$ cat src/rtl/cla_seq32.sv
// cla_seq32: sequential 32-bit add/subtract, one 4-bit carry-lookahead nibble per clock
module cla_seq32 (
  input  logic        clk,
  input  logic        reset_n,
  input  logic        start,
  input  logic [31:0] a,
  input  logic [31:0] b,
  input  logic        ci,
  input  logic        sub,
  output logic [31:0] s,
  output logic        co,
  output logic        ovf,
  output logic        busy,
  output logic        done
);
  typedef enum logic [1:0] {IDLE, RUN, DONE} state_t;
  state_t      state_q, state_d;
  logic [31:0] opa_q, opa_d, opb_q, opb_d, s_q, s_d;
  logic [2:0]  idx_q, idx_d;
  logic        cy_q, cy_d, co_q, co_d, ovf_q, ovf_d;
  logic [3:0]  na, nb, g, p, sum;
  logic [4:0]  c;
  // lookahead carries and sum for the nibble selected by the index
  always_comb begin
    na = opa_q[{idx_q, 2'b00} +: 4];
    nb = opb_q[{idx_q, 2'b00} +: 4];
    g = na & nb;
    p = na | nb;
    c[0] = cy_q;
    c[1] = g[0] | p[0] & c[0];
    c[2] = g[1] | p[1] & g[0] | p[1] & p[0] & c[0];
    c[3] = g[2] | p[2] & g[1] | p[2] & p[1] & g[0] | p[2] & p[1] & p[0] & c[0];
    c[4] = g[3] | p[3] & g[2] | p[3] & p[2] & g[1] | p[3] & p[2] & p[1] & g[0]
         | p[3] & p[2] & p[1] & p[0] & c[0];
    sum = na ^ nb ^ c[3:0];
  end
  // next-state: accept in IDLE, one nibble per RUN cycle, single-cycle DONE
  always_comb begin
    state_d = state_q;
    opa_d = opa_q;
    opb_d = opb_q;
    cy_d = cy_q;
    idx_d = idx_q;
    s_d = s_q;
    co_d = co_q;
    ovf_d = ovf_q;
    if (state_q == IDLE && start) begin
      opa_d = a;
      opb_d = sub ? ~b : b;
      cy_d = sub | ci;
      idx_d = 3'd0;
      s_d = '0;
      co_d = 1'b0;
      ovf_d = 1'b0;
      state_d = RUN;
    end else if (state_q == RUN) begin
      s_d[{idx_q, 2'b00} +: 4] = sum;
      cy_d = c[4];
      idx_d = (idx_q == 3'd7) ? idx_q : idx_q + 3'd1;
      if (idx_q == 3'd7) begin
        co_d = c[4];
        ovf_d = c[3] ^ c[4];
        state_d = DONE;
      end
    end else if (state_q == DONE) begin
      state_d = IDLE;
    end
  end
  // state registers with asynchronous clear
  always_ff @(posedge clk or negedge reset_n) begin
    if (!reset_n) begin
      state_q <= IDLE;
      opa_q <= '0;
      opb_q <= '0;
      cy_q <= 1'b0;
      idx_q <= 3'd0;
      s_q <= '0;
      co_q <= 1'b0;
      ovf_q <= 1'b0;
    end else begin
      state_q <= state_d;
      opa_q <= opa_d;
      opb_q <= opb_d;
      cy_q <= cy_d;
      idx_q <= idx_d;
      s_q <= s_d;
      co_q <= co_d;
      ovf_q <= ovf_d;
    end
  end
  assign s = s_q;
  assign co = co_q;
  assign ovf = ovf_q;
  assign busy = state_q == RUN;
  assign done = state_q == DONE;
endmodule
$ cat config.mk
export PLATFORM = sky130hd
export DESIGN_NAME = cla_seq32
export DESIGN_NICKNAME = d
export VERILOG_FILES = /design/src/rtl/cla_seq32.sv
export SDC_FILE = /design/constraint.sdc
export NUM_CORES = 1
export LEC_CHECK = 0
export BUFFER_PORTS_ARGS = -buffer_cell sky130_fd_sc_hd__buf_4
export CAP_MARGIN = 15
export CORE_UTILIZATION = 41
export CTS_BUF_LIST = sky130_fd_sc_hd__clkbuf_8
export DETAILED_ROUTE_END_ITERATION = 16
export PLACE_DENSITY_LB_ADDON = 0.2
export SLEW_MARGIN = 20
export SYNTH_ARGS = -nofsm -noshare
export SYNTH_HDL_FRONTEND = slang
export SYNTH_SLANG_ARGS = --single-unit
$ cat constraint.sdc
create_clock -name clk -period 2.9 [get_ports clk]
set_input_delay 0.29 -clock clk [delete_from_list [all_inputs] [get_ports clk]]
set_output_delay 0.29 -clock clk [all_outputs]
set_load 0.02 [all_outputs]
# Yosys cells after proc, flatten, opt, wreduce, memory -nomap -nowiden
# Index checks and enable logic that the tools add are counted.
# W data, S select, Z words.
dict set report word_totals {
  regBits 104
}
dict set report classes {
  n_mux 19
  n_reduce_logical 8
  eq_ne 5
  shift 4
  n_bitwise 33
  addsub 2
}
# cell n
set op_table {}
lappend op_table {{$mux W32} 3}
lappend op_table {{$shiftx A32 B6 Y4} 2}
lappend op_table {{$bwmux W32} 1}
lappend op_table {{$not A32 Y32} 1}
lappend op_table {{$shift A4 B7 Y32 const A} 1}
lappend op_table {{$shiftx A4 B7 Y32} 1}
lappend op_table {{$and A1 B1 Y1} 16}
lappend op_table {{$or A1 B1 Y1} 11}
lappend op_table {{$mux W3} 3}
lappend op_table {{$mux W1} 8}
lappend op_table {{$mux W2} 4}
lappend op_table {{$xor A4 B4 Y4} 2}
lappend op_table {{$neg A5 Y7} 1}
lappend op_table {{$reduce_and A2 Y1} 3}
lappend op_table {{$and A4 B4 Y4} 1}
lappend op_table {{$or A4 B4 Y4} 1}
lappend op_table {{$reduce_bool A2 Y1} 2}
lappend op_table {{$add A3 B1 Y3 const B} 1}
lappend op_table {{$eq A3 B3 Y1 const B} 1}
lappend op_table {{$ne A3 B1 Y1 const B} 1}
lappend op_table {{$reduce_bool A3 Y1} 1}
lappend op_table {{$eq A2 B1 Y1 const B} 1}
lappend op_table {{$eq A2 B2 Y1 const B} 1}
lappend op_table {{$logic_not A2 Y1} 1}
lappend op_table {{3 further kinds} 3}

# Logic depth before layout (Yosys ltp)
dict set report depth {
  ltp_word 11
  ltp_mapped 12
  ltp_nobuf 10
}

# Least setup slack after synthesis
# OpenSTA, ideal clock, no wires.
dict set report synth_timing {
  path_kind {reg-to-reg}
  start {register idx_q[0]}
  end {register s_q[11] (netlist: s[11])}
  t_arrival_ns 2.664
  setup_slack_ns 0.115
  path_stages_with_launch 11
  setup_time_ns 0.122
  period_less_slack_ns 2.785
  path_buffers 1
  required_time_ns 2.778
  path_cell_list {dfrtp_1 buf_2 mux4_2 nand2_1 and2_1 inv_1 ha_1 or3_4 a31oi_4 xnor2_2 a32o_1}
}
dict set report synth_via {
  elab_chain_cells 11
}
# item line
set synth_lines {}
lappend synth_lines {{start, declared} 19} ;# logic [2:0] idx_q, idx_d;
lappend synth_lines {{start signal, assigned} 85} ;# idx_q <= idx_d;
lappend synth_lines {{$shiftx A32 B6 Y4, on equally long branches} {25, 26}}
lappend synth_lines {{$or A4 B4 Y4 / $and A4 B4 Y4 (equally long branches)} {28, 27}}
lappend synth_lines {{$and A1 B1 Y1} 32} ;# c[3] = g[2] | p[2] & g[1] | p[2] & p[1] & g[0] | p[2] & p[1] & p[0] & c[0];
lappend synth_lines {{$or A1 B1 Y1 / $and A1 B1 Y1 (equally long branches) (2 in a row)} 32}
lappend synth_lines {{$or A1 B1 Y1} 32}
lappend synth_lines {{$xor A4 B4 Y4} 35} ;# sum = na ^ nb ^ c[3:0];
lappend synth_lines {{$shiftx A4 B7 Y32} 57} ;# s_d[{idx_q, 2'b00} +: 4] = sum;
lappend synth_lines {{$bwmux W32 *} 57}
lappend synth_lines {{$mux W32 *} 56} ;# end else if (state_q == RUN) begin
lappend synth_lines {{$mux W32 *} 47} ;# if (state_q == IDLE && start) begin
lappend synth_lines {{end signal, assigned} 77} ;# s_q <= '0;
lappend synth_lines {{end signal, assigned} 86} ;# s_q <= s_d;
lappend synth_lines {{end, declared} 18} ;# logic [31:0] opa_q, opa_d, opb_q, opb_d, s_q, s_d;
# Every way passes the cells marked *; elsewhere a longest branch is shown, timed or not. The select of a mux whose other input is x is not followed.
# A chain may end at the register's enable or synchronous reset.

# Final worst setup path
# Ends and elaborated chain as after synthesis.

==> flow_summary_export.csv <==
group,metric,value,unit
floorplanning,initial_core_util,0.427,
critical_path,cpPeakStageDelay,0.52,ns
clock_network,clockBufferDepth,2,
global_routing,grt_first_pass_wirelength,19100,um
timing,worst-slew-pin-transition,0.665,ns
timing,report.final.slew_viol_count,0,
floorplanning,fp.dieArea,0.0131,mm2
critical_path,critical_path.top_delay_family,"simple AND/OR/NAND/NOR gates",
detailed_routing,vias,3809,
critical_path,regToRegSetupSlack,0.11,ns
global_routing,globalRouteOverflowTotal,0,
synth,ffs_latches_synth,104,
synth,synth_top_flop_cell,"dfrtp_1",
floorplanning,die_h,115,um
timing,timing.max_slew.rel_slack,0.555,
hold_path,min-delay-path-class,"in2reg",
detailed_routing,firstDrtPassIters,4,
placed_design,placed_standard_cell_area,0.00619,mm2
clock_network,cts_sinks,104,
critical_path,worstSetupPathType,"reg2reg",
critical_path,timing.rr.end,"s[11]",
synth,synth_warnings,0,
hold_path,timing.hold.worst.start,"a[0]",
detailed_routing,wl_per_cell,14.7,um
detailed_routing,drc_errors,0,
timing,achievable-frequency,0.358,GHz
global_routing,track_usage,0.190,
placed_design,port_buffers,104,
detailed_routing,viasPerCell,4.87,
clock_network,cts-htree-levels,3,
global_routing,grt_max_degree,69,
critical_path,worst-endpoint-arrival,3.05,ns
placed_design,place_hpwl,8510,um
timing,final.setup.tns,0,ns
timing,min_period_over_period,0.963,
global_routing,first_global_vias,3863,
clock_network,cts_tree,"yes",
hold_path,hold_path_end,"opa_q[0]",
power,power_leakage,0.00322,uW
detailed_routing,detail_route.wirelength,11500,um
placed_design,gp_congestion,0.798,
critical_path,r2r-start,"idx_q[0]",
synth,sequential_cell_area_fraction_in_the_yosys_report,0.501,
timing,final-hold-violation-count,0,
finish,design.final.nets,698,
detailed_routing,drt_iter0_drc,218,
finish,final_design_area_no_fill,0.00651,mm2
critical_path,worstPathRequired,3.16,ns
finish,post_route_cells_drive_above_1_share,0.277,
critical_path,setup.worst_path.end_class,"flop",
power,power_density,1120,mW/mm2
critical_path,worst_r2r_path_depth,11,
floorplanning,io_pins,105,
timing,clock-skew-final,0.0120,ns
synth,async_reset_ff_frac,1.00,
floorplanning,rows,40,
synth,syn_nets,597,
timing,setup-violations-final,0,
finish,n_antenna_cell,0,
critical_path,cp_common_cell,"buf_12",
hold_path,holdPathStages,3,
synth,netlist_area,0.00520,mm2
finish,synthToLayoutAreaGrowth,25.2,%
timing,period_minus_slack,2.79,ns
floorplanning,floorplan.die.width,115,um
status,run_status,"completed",
clock_network,clock-root-buffer,"clkbuf_8",
global_routing,antenna_violations_before_repair,0,
floorplanning,core_region_area,0.0122,mm2
run,max_cap_viols,0,
synth,netlist_instances,508,
clock_network,number_of_buffers_created_by_cts,9,
critical_path,cp_cell_sequence,"buf_12 > mux4_2 > nand2_1 > and2_1 > inv_1 > ha_1 > or3_4 > a31oi_4 > buf_12 > xnor2_4 > a32o_1",
clock_network,cts.clk_slew.worst_paths,0.10,ns
power,peakVddDrop,0.891,mV
detailed_routing,antenna_left,0,
synth,synth.avg_cell_area,10.2,um2
critical_path,worstPathBufferInverterCount,3,
synth,yosysUniqueCellTypes,43,
critical_path,critPathMaxFanout,7,
critical_path,crit_path_start_kind,"flop",
critical_path,crit_slowest_cell,"mux4_2",
clock_network,clock_latency,0.37,ns
synth,synth_edf_count,0,
[tightest hold or removal path, stage by stage]
cell     delay (ns)
buf_4          0.08
nand2_1        0.04
nand2_1        0.05
[Yosys cell counts, drive strengths merged (2+ instances only)]
cell type | instances | area, um2
o31ai | 3 | 27.5
a32o | 4 | 40.0
a21oi | 12 | 60.1
clkbuf | 18 | 68.8
o21ai | 36 | 184
inv | 15 | 56.3
or2 | 2 | 15.0
nor2 | 19 | 71.3
o31a | 2 | 17.5
mux2i | 7 | 70.1
xnor2 | 35 | 314
nor2b | 3 | 26.3
a22o | 20 | 181
buf | 13 | 65.1
ha | 19 | 238
nand4 | 2 | 12.5
nor3 | 4 | 20.0
nand3 | 3 | 15.0
xor2 | 2 | 17.5
nand2 | 148 | 556
mux4 | 16 | 360
and2 | 10 | 62.6
dfrtp | 104 | 2600
[cell type report]
type / count / area [um2]
clock buffers: 9 / 124
fillers: 1113 / 5650
multi-input cells: 357 / 2440
well taps: 168 / 210
flip-flops and latches: 104 / 2600
inverters: 16 / 60.1
clock inverters: 7 / 95.1
repair buffers: 121 / 977
[metal layers]
metal  track usage  share of wire  vias to the layer above
met5             0              0                        -
met4        0.0693          0.016                        0
met3        0.0302          0.031                       15
met2         0.319           0.50                       72
met1         0.249           0.45                     1822
li1              -              -                     1900
[worst max path at each step]
| stage | start | end | slack, ns | cells after the start |
|---|---|---|---|---|
| 6_report | idx_q[0] | s[11] | 0.11 | 11 |
| 4_1_cts | idx_q[0] | s[11] | 0.03 | 10 |
| 3_3_place_gp | idx_q[0] | s[3] | 0.11 | 10 |
| 2_1_floorplan | idx_q[0] | s[11] | 0.11 | 10 |
| 3_5_place_dp | idx_q[0] | s[17] | 0.05 | 9 |
| 5_1_grt | idx_q[0] | s[11] | -0.005 | 11 |
[where the power goes]
part,total [uW],internal [uW],switching (uW),leakage (uW)
clock network,1000,490,513,0.000115
registers,2250,1950,304,0.00134
logic,4010,1760,2260,0.00177
total,7270,4200,3080,0.00322
[registers in the layout, summed over array words and instances, names as in the netlist]
signal,count
opa_q,32
ovf,1
s,32
state_q,2
idx_q,3
co,1
cy_q,1
opb_q,32
[logic make-up (layout without fill, tap and decap cells)]
kind of cell / Yosys count / in the layout / synth area share
AO/OA/AOI/OAI: 79 / 79 / 0.104
flip-flops: 104 / 104 / 0.501
AND/OR/NAND/NOR: 198 / 198 / 0.162
adder cells (fa/ha/maj): 20 / 20 / 0.0496
XOR/XNOR: 37 / 37 / 0.0638
multiplexers: 23 / 23 / 0.0828
buffers and inverters: 47 / 153 / 0.0373
[repair_timing]
action,4_1_cts,5_1_grt
hold endpoints to repair,43,0
gates resized for setup,0,5
endpoints found under the setup margin,0,18
hold buffers,1,0
buffers inserted,0,4
[through the flow]
| stage | setup WS, ns | utilization | instances | hold WS (ns) | power [uW] |
|---|---|---|---|---|---|
| after floorplan | 0.115 | - | 508 | -0.00559 | 4780 |
| after global placement | 0.111 | 0.509 | 761 | 0.320 | 5790 |
| after detailed placement | 0.0539 | 0.509 | 761 | 0.330 | 5920 |
| after CTS | 0.0326 | 0.528 | 778 | 0.0955 | 6920 |
| after global routing | -0.00550 | 0.535 | 782 | 0.101 | 7830 |
| final | 0.108 | 0.535 | 782 | 0.104 | 7270 |
[placed cells by master (no fill, tap or decap), types with 4 or more instances in the layout]
| cell type | netlist | final |
|---|---|---|
| mux2i_1 | 7 | 7 |
| mux4_2 | 16 | 16 |
| and2_1 | 10 | 9 |
| a32o_1 | 4 | 4 |
| xnor2_1 | 34 | 33 |
| clkbuf_8 | 0 | 9 |
| a22o_2 | 5 | 5 |
| nor3_1 | 4 | 4 |
| buf_4 | 2 | 114 |
| dfrtp_1 | 104 | 104 |
| nand2_1 | 148 | 147 |
| buf_12 | 0 | 5 |
| inv_1 | 15 | 16 |
| a21oi_1 | 12 | 12 |
| ha_1 | 19 | 19 |
| nor2_1 | 19 | 19 |
| o21ai_0 | 35 | 35 |
| a22o_1 | 15 | 15 |
Power figures use the tool's default switching activity.
